[config.mk]
export PLATFORM = sky130hd
export DESIGN_NAME = operand_issue
export DESIGN_NICKNAME = d
export VERILOG_FILES = /design/src/rtl/proc_pkg.sv /design/src/rtl/regfile_8x16.sv /design/src/rtl/operand_issue.sv
export SDC_FILE = /design/constraint.sdc
export NUM_CORES = 1
export LEC_CHECK = 0
export CAP_MARGIN = 20
export CORE_AREA = 2 2 176 178
export CTS_CLUSTER_SIZE = 8
export DETAILED_ROUTE_END_ITERATION = 10
export DIE_AREA = 0 0 178 180
export PLACE_DENSITY = 0.66
export SLEW_MARGIN = 20
export SYNTH_ARGS = -nofsm -noshare
export SYNTH_HDL_FRONTEND = slang
export SYNTH_SLANG_ARGS = --single-unit
export TNS_END_PERCENT = 30
[constraint.sdc]
create_clock -name clk -period 1.6 [get_ports clk]
set_input_delay 0.4 -clock clk [delete_from_list [all_inputs] [get_ports clk]]
set_output_delay 0.4 -clock clk [all_outputs]
set_load 0.05 [all_outputs]
[src/rtl/proc_pkg.sv]
// rtl/proc_pkg.sv - shared widths, opcodes and instruction field layout for the 16-bit datapath
package proc_pkg;

    localparam int DATA_W  = 16;
    localparam int NREGS   = 8;
    localparam int IMM_W   = 6;
    localparam int REG_AW  = 3;
    localparam int INSTR_W = 16;

    localparam logic [2:0] OP_ADD = 3'd0;
    localparam logic [2:0] OP_SUB = 3'd1;
    localparam logic [2:0] OP_AND = 3'd2;
    localparam logic [2:0] OP_OR  = 3'd3;
    localparam logic [2:0] OP_XOR = 3'd4;
    localparam logic [2:0] OP_SHL = 3'd5;
    localparam logic [2:0] OP_SHR = 3'd6;
    localparam logic [2:0] OP_CMP = 3'd7;

    localparam int OP_HI   = 15;
    localparam int OP_LO   = 13;
    localparam int RD_HI   = 12;
    localparam int RD_LO   = 10;
    localparam int RS1_HI  = 9;
    localparam int RS1_LO  = 7;
    localparam int IMM_BIT = 6;
    localparam int RS2_HI  = 5;
    localparam int RS2_LO  = 3;
    localparam int IMM_HI  = 5;
    localparam int IMM_LO  = 0;

    // Field order mirrors the bit layout so a plain cast decodes an instruction.
    typedef struct packed {
        logic [2:0]       op;
        logic [2:0]       rd;
        logic [2:0]       rs1;
        logic             imm;
        logic [IMM_W-1:0] low;
    } instr_t;

endpackage

[src/rtl/regfile_8x16.sv]
// rtl/regfile_8x16.sv - register file, one write port, two async read ports, r0 hardwired to zero
module regfile_8x16
    import proc_pkg::*;
#(
    parameter int DW = DATA_W,
    parameter int NR = NREGS,
    parameter int AW = REG_AW
) (
    input  logic          clk,
    input  logic          rst_n,
    input  logic          we,
    input  logic [AW-1:0] waddr,
    input  logic [DW-1:0] wdata,
    input  logic [AW-1:0] raddr0,
    output logic [DW-1:0] rdata0,
    input  logic [AW-1:0] raddr1,
    output logic [DW-1:0] rdata1
);

    logic [DW-1:0] regs_q [NR];

    always_ff @(posedge clk or negedge rst_n) begin
        if (!rst_n) begin
            for (int i = 0; i < NR; i++) regs_q[i] <= '0;
        end else if (we && (waddr != '0)) begin
            regs_q[waddr] <= wdata;
        end
    end

    assign rdata0 = (raddr0 == '0) ? '0 : regs_q[raddr0];
    assign rdata1 = (raddr1 == '0) ? '0 : regs_q[raddr1];

endmodule

[src/rtl/operand_issue.sv]
// rtl/operand_issue.sv - decode/operand-fetch stage with EX/WB forwarding and a registered ALU issue slot
module operand_issue
    import proc_pkg::*;
#(
    parameter int DATA_W = proc_pkg::DATA_W,
    parameter int NREGS  = proc_pkg::NREGS,
    parameter int IMM_W  = proc_pkg::IMM_W
) (
    input  logic                clk,
    input  logic                rst_n,
    input  logic                in_valid,
    output logic                in_ready,
    input  logic [INSTR_W-1:0]  in_instr,
    output logic                out_valid,
    input  logic                out_ready,
    output logic [DATA_W-1:0]   alu_a,
    output logic [DATA_W-1:0]   alu_b,
    output logic [2:0]          alu_sel,
    output logic [REG_AW-1:0]   out_rd,
    input  logic                ex_fwd_en,
    input  logic [REG_AW-1:0]   ex_fwd_rd,
    input  logic [DATA_W-1:0]   ex_fwd_data,
    input  logic                wb_en,
    input  logic [REG_AW-1:0]   wb_rd,
    input  logic [DATA_W-1:0]   wb_data,
    output logic [15:0]         issue_cnt,
    output logic [15:0]         stall_cnt
);

    instr_t              ins;
    logic [REG_AW-1:0]   rs2;
    logic [DATA_W-1:0]   rf_rs1, rf_rs2;
    logic [DATA_W-1:0]   op_a, op_b;
    logic                accept;

    logic                valid_q, valid_d;
    logic [DATA_W-1:0]   a_q, a_d, b_q, b_d;
    logic [2:0]          sel_q, sel_d;
    logic [REG_AW-1:0]   rd_q, rd_d;
    logic [15:0]         issue_q, issue_d, stall_q, stall_d;

    assign ins = instr_t'(in_instr);
    assign rs2 = ins.low[IMM_W-1 -: REG_AW];

    regfile_8x16 #(
        .DW (DATA_W),
        .NR (NREGS),
        .AW (REG_AW)
    ) u_rf (
        .clk    (clk),
        .rst_n  (rst_n),
        .we     (wb_en),
        .waddr  (wb_rd),
        .wdata  (wb_data),
        .raddr0 (ins.rs1),
        .rdata0 (rf_rs1),
        .raddr1 (rs2),
        .rdata1 (rf_rs2)
    );

    // EX outranks WB because it carries the younger result for the same register.
    function automatic logic [DATA_W-1:0] fetch(
        input logic [REG_AW-1:0] addr,
        input logic [DATA_W-1:0] rf_val,
        input logic              ex_en,
        input logic [REG_AW-1:0] ex_rd,
        input logic [DATA_W-1:0] ex_data,
        input logic              w_en,
        input logic [REG_AW-1:0] w_rd,
        input logic [DATA_W-1:0] w_data
    );
        if (addr == '0)                    return '0;
        else if (ex_en && (ex_rd == addr)) return ex_data;
        else if (w_en && (w_rd == addr))   return w_data;
        else                               return rf_val;
    endfunction

    always_comb begin
        op_a = fetch(ins.rs1, rf_rs1, ex_fwd_en, ex_fwd_rd, ex_fwd_data,
                     wb_en, wb_rd, wb_data);
        if (ins.imm) begin
            op_b = {{(DATA_W-IMM_W){1'b0}}, ins.low};
        end else begin
            op_b = fetch(rs2, rf_rs2, ex_fwd_en, ex_fwd_rd, ex_fwd_data,
                         wb_en, wb_rd, wb_data);
        end
    end

    assign in_ready = !valid_q || out_ready;
    assign accept   = in_valid && in_ready;

    always_comb begin
        valid_d = valid_q;
        a_d     = a_q;
        b_d     = b_q;
        sel_d   = sel_q;
        rd_d    = rd_q;
        issue_d = issue_q;
        stall_d = stall_q;
        if (accept) begin
            valid_d = 1'b1;
            a_d     = op_a;
            b_d     = op_b;
            sel_d   = ins.op;
            rd_d    = ins.rd;
        end else if (out_ready) begin
            valid_d = 1'b0;
        end
        if (valid_q && out_ready)  issue_d = issue_q + 16'd1;
        if (valid_q && !out_ready) stall_d = stall_q + 16'd1;
    end

    always_ff @(posedge clk or negedge rst_n) begin
        if (!rst_n) begin
            valid_q <= 1'b0;
            a_q     <= '0;
            b_q     <= '0;
            sel_q   <= '0;
            rd_q    <= '0;
            issue_q <= '0;
            stall_q <= '0;
        end else begin
            valid_q <= valid_d;
            a_q     <= a_d;
            b_q     <= b_d;
            sel_q   <= sel_d;
            rd_q    <= rd_d;
            issue_q <= issue_d;
            stall_q <= stall_d;
        end
    end

    assign out_valid = valid_q;
    assign alu_a     = a_q;
    assign alu_b     = b_q;
    assign alu_sel   = sel_q;
    assign out_rd    = rd_q;
    assign issue_cnt = issue_q;
    assign stall_cnt = stall_q;

endmodule
==> results of run 1 <==
-- how the worst max path moves through the flow --
stage,cells past startpoint,startpoint,end,slack [ns]
final,4,out_valid,in_ready,-0.11
after CTS,4,out_valid,in_ready,-0.12
after global routing,4,out_valid,in_ready,-0.15
after floorplan,6,in_instr[7],alu_a[2],-0.10
after global placement,6,in_instr[4],alu_b[9],-0.71
after detailed placement,6,in_instr[4],alu_b[14],-0.76
-- per-layer routing --
metal	global-route usage, %	share of wire [%]	vias up
li1	-	-	3511
met1	25.69	44	4073
met2	30.70	49	222
met3	2.665	4.4	41
met4	6.492	2.2	0
met5	0	0	-
-- layout by cell type, fill, tap and decap left out, types with 10 or more instances in the layout --
| cell type | synthesis | final |
|---|---|---|
| mux4_2 | 35 | 35 |
| o21ai_0 | 10 | 10 |
| mux2i_1 | 60 | 59 |
| dfrtp_1 | 199 | 188 |
| buf_12 | 1 | 97 |
| nand2_1 | 36 | 35 |
| mux2_2 | 135 | 128 |
| xnor2_1 | 33 | 32 |
| buf_4 | 2 | 110 |
| nand4_1 | 10 | 10 |
| clkdlybuf4s50_1 | 0 | 45 |
| nor4_1 | 15 | 10 |
| o22ai_1 | 12 | 11 |
| o21ai_1 | 16 | 12 |
| nand2b_1 | 13 | 10 |
| dfrtp_2 | 0 | 11 |
| a22oi_1 | 20 | 20 |
| nand3_1 | 23 | 22 |
| a32oi_1 | 16 | 15 |
| clkbuf_16 | 0 | 17 |
-- power groups by stage --
stage | Combinational, mW | Clock, mW | Sequential, mW
6_report | 6.13 | 4.42 | 6.90
5_1_grt | 6.47 | 4.72 | 7.02
3_3_place_gp | 5.95 | 0 | 6.90
3_5_place_dp | 6.03 | 0 | 6.97
2_1_floorplan | 2.21 | 0 | 7.79
4_1_cts | 6.10 | 4.51 | 6.88
-- cells by family (layout without fill, tap and decap cells) --
kind of cell             Yosys count  after routing
buffers and inverters             76            315
AND/OR/NAND/NOR                  134            134
adder cells (fa/ha/maj)            2              2
other                              0              1
flip-flops                       199            199
AO/OA/AOI/OAI                    108            108
XOR/XNOR                          42             42
multiplexers                     237            237
-- what timing repair did --
action / 4_1_cts / 5_1_grt
hold endpoints to repair: 32 / 0
gates cloned: 1 / 1
resized for setup: 33 / 26
buffers inserted: 7 / 0
endpoints found under the setup margin: 89 / 50
pin swaps: 4 / 3
hold buffers: 1 / 0
-- state kept, by name, indices dropped and copies added, names as in the netlist --
name / flops
alu_a: 16
alu_b: 16
alu_sel: 3
issue_cnt: 16
out_rd: 3
out_valid: 1
stall_cnt: 16
u_rf.regs_q: 128
-- area by class of cell --
class / instances / area [um^2]
diodes: 1 / 2.502
clock buffers: 19 / 442.9
clock inverters: 13 / 161.4
fillers: 2547 / 15280
inverters: 4 / 22.52
multi-input cells: 523 / 5281
flip-flops and latches: 199 / 4994
well taps: 396 / 495.5
repair buffers: 279 / 3510
-- critical path, stage by stage (launching register included) --
cell	delay (ns)
dfrtp_2	0.36
nor2b_4	0.22
inv_8	0.04
buf_6	0.12
buf_8	0.14
-- metrics by stage --
step	setup slack (ns)	utilization, %
detailed placement	-0.7595	46.34
global route	-0.1451	49.39
floorplan	-0.1021	-
finish	-0.1068	49.39
global placement	-0.7058	46.34
CTS	-0.1205	48.93
==> metrics.md, run 1 <==
| Metric | Value |
|---|---|
| Worst EP arrival | `between 1 and 1.5 ns` |
| Setup violators final | `20` |
| Post-Route Setup TNS | `-0.7747 ns` |
| Seq pwr share | `39.5%` |
| Placement Cell Area | `about 14000 um^2` |
| Slew of the pin with the lowest slew margin | `roughly 0.53 ns` |
| Largest net degree at the start of global routing | `46` |
| Library cells used by synthesis | `44` |
| Tot GR Track Use | `a little under a fifth` |
| Hold path startpoint | `u_rf.regs_q[113]` |
| Worst reg-to-reg path cell count | `7` |
| Final worst setup slack | `-0.1068 ns` |
| Routed len/inst | `approximately 21 um` |
| I/O pin count | `between 100 and 150` |
| Fraction of layout cells with a size suffix above 1 | `between 40% and 50%` |
| Max Fanout on Critical Path | `2` |
| Die Area | `about 32000 um^2` |
| Clock Sinks | `199` |
| Congestion Overflow GR | `0` |
| Combinational power share | `a little over a third` |
| Final instance area | `14910 um^2` |
| Total CTS buffers | `17` |
| Power share of the clock group | `approximately a quarter` |
| MaxCap Viol Count | `0` |
| FMAX | `around 0.59 GHz` |
| Top cells by area, synth | `dfrtp_1 (48%), mux2_2 (15%), mux4_2 (7.6%), mux2i_1 (5.8%), xnor2_1 (2.8%)` |
| DR iter-0 viols | `between 500 and 600` |
| 1st-pass router iterations | `5` |
| Status | `finished with violations` |
| Non-filler instance count after layout | `between 1000 and 1500` |
| Internal | `approximately 12 mW` |
| Synthesized-area fraction occupied by adder cells | `0.2410%` |
| Crit path kind | `reg2out` |
| RSZ-0062 raised after global routing | `yes` |
| Min Tclk post-route | `1.707 ns` |
| Initial Utilization | `between 30% and 40%` |
| Flip-flop and latch count after synthesis | `just under 200` |
| Critical path endpoint category | `output pin` |
| Critical Path RT | `around 1.2 ns` |
| Drc violations | `0` |
| Routed Antenna Nets | `0` |
| Complex-gate fraction of the synthesized area | `about 7.5%` |
| Height of the die | `180 um` |
| Leakage Power | `6.470 nW` |
| Routability cong. | `just over 0.8` |
| Worst hold path class | `reg2reg` |
| Clk Latency, worst-skew pair | `0.44 ns` |
| Final hold violations | `0` |
| Max H-tree Level | `4` |
| NumNets Final | `between 1000 and 1500` |
| Net Sw Power | `approximately 5.7 mW` |
| WHS Path Cells | `0` |
| Setup slack, reg-to-reg | `-0.09 ns` |
| Rows | `64` |
| Switching Fraction | `between 30% and 40%` |
| Total Wirelength | `29770 um` |
| Count of buffers from port buffering | `131` |
| Maximum vdd ir drop | `between 600 and 700 uV` |
| Worst flop-to-flop path endpoint | `alu_a[11]` |
| Clock Skew | `between 0.007 and 0.008 ns` |
| Pwr Total | `between 15 and 20 mW` |
| Total number of vias | `approximately 7800` |
| Hold slack | `~0.4 ns` |
| Post-synthesis cell count | `~800` |
| Initial antenna violation count | `2` |
| Ys flop type | `dfrtp_1` |
| Ratio of final minimum period to clock period | `106.7%` |
| Cell area after synthesis | `10380 um^2` |
| Worst hold path endpoint | `u_rf.regs_q[113]` |
| CTS max path bufs | `2` |
| First-pass GRT wire length | `about 47000 um` |
| Final Max Slew Viols | `0` |
| Commonest cells post-synth | `dfrtp_1 (199), mux2_2 (135), mux2i_1 (60)` |
| Area fraction of the dominant cell type after synthesis | `a little under half` |
| Syn_area_per_cell | `13.01 um^2` |
| Synth area leader | `dfrtp_1` |
| XOR/XNOR Fraction of Synth Area | `3.543%` |
| Drt via density | `about 5.5` |
| Worst setup SP type | `flip-flop` |
| Ys async rst share | `100.0%` |
| Area delta synth->final | `43.60%` |
| Reg-to-reg startpoint | `out_valid` |
| Top-count cell post-synth | `dfrtp_1` |
| Ys Warns | `0` |
| Die X | `about 180 um` |
| DP Wirelength | `21420 um` |
| Multiplexer share of the synthesized area | `between 20% and 30%` |
| CTS clk-pin slew, worst paths | `0.07 ns` |
| Vias in the first global route | `between 8000 and 9000` |
| Core Area | `~30000 um^2` |
| Simple-gate share of the synthesized area | `7.279%` |
| Worst rel slew slack | `64.33%` |
| Clk root buf | `clkbuf_16` |
| EDFF count, synth | `0` |
| Largest family of logic cells by synthesized area | `multiplexers` |
| Failing checks | `setup timing` |
| CTS tree | `built` |
| Part of the Yosys area used for sequential elements | `between 40% and 50%` |
| Cells after DPL | `1392` |
| Syn_nets | `860` |
| Power density over cell area | `1170 nW/um^2` |
Note: power is estimated with default switching activity, not from simulation.
==> run 2: changes to the inputs <==
CTS_CLUSTER_SIZE = 25   (was 8)
==> results of run 2 <==
Same layout as run 1: the final DEF is identical, and so are final timing and power.
==> run 3: changes to the inputs <==
CTS_BUF_LIST = sky130_fd_sc_hd__clkbuf_4   (was default)
==> run 3 against run 2 <==
Largest power group unchanged. Combinational power is 3.8% higher. Clock power is 36% lower. Non-clock buffer count is 32 higher. Sequential cell count stayed put. Hold slack worse by 0.15 ns. The run still ends with setup timing left. Largest cell class unchanged. Critical path depth stayed put. Sequential share of layout area is 0.14 points higher. Critical endpoint unchanged. Register-to-register slack worse by 0.11 ns.
==> metrics.md, run 3 (same netlist as run 1, synthesis figures left out) <==
| Metric | Value |
|---|---|
| Worst reg-to-reg path cell count | `9 (+2)` |
| Failing checks | `setup timing` |
| Max Fanout on Critical Path | `2 (unchanged)` |
| Worst rel slew slack | `57.10% (-7.2 points)` |
| Ratio of final minimum period to clock period | `118.2% (+12 points)` |
| Clock Sinks | `199 (unchanged)` |
| Total Wirelength | `30280 um (+1.7%)` |
| First-pass GRT wire length | `46460 um (-0.78%)` |
| Maximum vdd ir drop | `445.5 uV (-36%)` |
| Min Tclk post-route | `1.891 ns (+0.1847 ns)` |
| Commonest non-fill, non-tap cell in the layout | `dfrtp_1` |
| Rows | `64 (unchanged)` |
| FMAX | `0.5287 GHz (-9.8%)` |
| Initial antenna violation count | `2 (unchanged)` |
| MaxCap Viol Count | `0 (unchanged)` |
| Post-Route Setup TNS | `-4.611 ns (-3.836 ns)` |
| Setup slack, reg-to-reg | `-0.20 ns (-0.11 ns)` |
| CTS clk-pin slew, worst paths | `0.18 ns (+0.11 ns)` |
| Total CTS buffers | `17 (unchanged)` |
| Max reg flops | `128 (unchanged)` |
| Routability cong. | `0.8309 (unchanged)` |
| CTS max path bufs | `2 (unchanged)` |
| Critical Path RT | `1.20 ns (about the same)` |
| Height of the die | `180 um (unchanged)` |
| Routed Antenna Nets | `0 (unchanged)` |
| Vias in the first global route | `8072 (-0.099%)` |
| Slew of the pin with the lowest slew margin | `0.6386 ns (+0.1041 ns)` |
| Leakage Power | `6.480 nW (+0.16%)` |
| Count of buffers from port buffering | `131 (unchanged)` |
| Crit path kind | `reg2out` |
| Drc violations | `0 (unchanged)` |
| Total number of vias | `7927 (+1.0%)` |
| Worst EP arrival | `1.49 ns (+0.18 ns)` |
| Final worst setup slack | `-0.2915 ns (-0.1847 ns)` |
| Area delta synth->final | `43.64% (about the same)` |
| Core Area | `30190 um^2 (unchanged)` |
| Placement Cell Area | `13990 um^2 (unchanged)` |
| CTS tree | `built` |
| Biggest register | `u_rf.regs_q` |
| Grt met3 use | `3.088% (+0.42 points)` |
| Worst hold path class | `in2async` |
| Die X | `178 um (unchanged)` |
| Critical path endpoint category | `output pin` |
| Drt via density | `5.407 (-1.2%)` |
| Largest net degree at the start of global routing | `46 (unchanged)` |
| Tot GR Track Use | `18.72% (-0.13 points)` |
| Routed len/inst | `20.65 um (-0.51%)` |
| Final core utilization | `49.40% (about the same)` |
| Final instance area | `14910 um^2 (about the same)` |
| Initial Utilization | `34.39% (unchanged)` |
| Congestion Overflow GR | `0 (unchanged)` |
| DR iter-0 viols | `545 (+4.0%)` |
| Fraction of layout cells with a size suffix above 1 | `49.95% (+4.0 points)` |
| RSZ-0062 raised after global routing | `yes` |
| I/O pin count | `132 (unchanged)` |
| DP Wirelength | `21420 um (unchanged)` |
| Clock Skew | `0.02523 ns (+0.01772 ns)` |
| Clk root buf | `clkbuf_4` |
| GRT busiest layer | `met2` |
| Final Max Slew Viols | `0 (unchanged)` |
| Worst setup SP type | `flip-flop` |
| Power density over cell area | `1076 nW/um^2 (-8.0%)` |
| Setup violators final | `84 (+320%)` |
| Die Area | `32040 um^2 (unchanged)` |
| Hold slack | `0.2538 ns (-0.1451 ns)` |
| Most frequent cells in the layout | `dfrtp_1 (170), buf_4 (141), mux2_2 (131)` |
| Max H-tree Level | `4 (unchanged)` |
| Global Route met2 Usage | `30.76% (+0.062 points)` |
| NumNets Final | `1118 (+2.9%)` |
| Worst flop-to-flop path endpoint | `alu_a[8]` |
| Reg-to-reg startpoint | `out_valid` |
| Final hold violations | `0 (unchanged)` |
| 1st-pass router iterations | `7 (+2)` |
| Pwr Total | `16.04 mW (-8.0%)` |
| Status | `finished with violations` |
| Clk Latency, worst-skew pair | `0.60 ns (+0.16 ns)` |
| GRT met1 Usage | `25.40% (-0.29 points)` |
run 3: cell count changes in the layout (fill, tap and decap cells not counted), sizes merged:
cell           change
buf               +32
bufbuf             -1
clkdlybuf4s50      +9
clkinv             +1
dlygate4sd2        -8
dlymetal6s2s       -1
run 3: worst max-delay path by stage:
stage                           start   endpoint  slack [ns]  cells past startpoint
after floorplan           in_instr[7]   alu_a[2]       -0.10                      6
after global placement    in_instr[4]   alu_b[9]       -0.71                      6
after detailed placement  in_instr[4]  alu_b[14]       -0.76                      6
after CTS                   out_valid   in_ready       -0.34                      4
after global routing        out_valid   in_ready       -0.38                      4
final                       out_valid   in_ready       -0.29                      4
run 3: power breakdown:
part | internal [mW] | switching (mW)
Sequential | 6.00 | 0.861
Combinational | 3.46 | 2.90
Clock | 0.985 | 1.84
Total | 10.4 | 5.60
run 3: metal layers:
| layer | up-vias | wire (um) |
|---|---|---|
| li1 | 3551 | - |
| met1 | 4071 | 12920 |
| met2 | 271 | 15020 |
| met3 | 34 | 1812 |
| met4 | 0 | 527 |
| met5 | - | 0 |
run 3: final cells by class:
type | count | area [um^2]
Fill cell | 2572 | 15280
Multi-Input combinational cell | 523 | 5314
Sequential cell | 199 | 5016
Timing Repair Buffer | 311 | 3762
Tap cell | 396 | 495.5
Clock inverter | 14 | 165.2
Clock buffer | 18 | 135.1
Inverter | 4 | 22.52
Antenna cell | 1 | 2.502
run 3: critical path: stages, from the launching register on:
cell	delay, ns
dfrtp_2	0.39
nor2b_4	0.21
inv_8	0.04
buf_6	0.11
buf_8	0.14
run 3: metrics by stage:
step	instances	setup WS (ns)
after global routing	1466	-0.3765
after detailed placement	1392	-0.7595
final	1466	-0.2915
after CTS	1444	-0.3388
after global placement	1392	-0.7058
after floorplan	798	-0.1021
run 3: timing repair:
action                                  CTS  global route
hold endpoints to repair                 35             0
gates cloned                              0             3
endpoints found under the setup margin   92           120
resized for setup                        33            51
hold buffers                              1             0
buffers inserted                         23            19
pin swaps                                 5            16
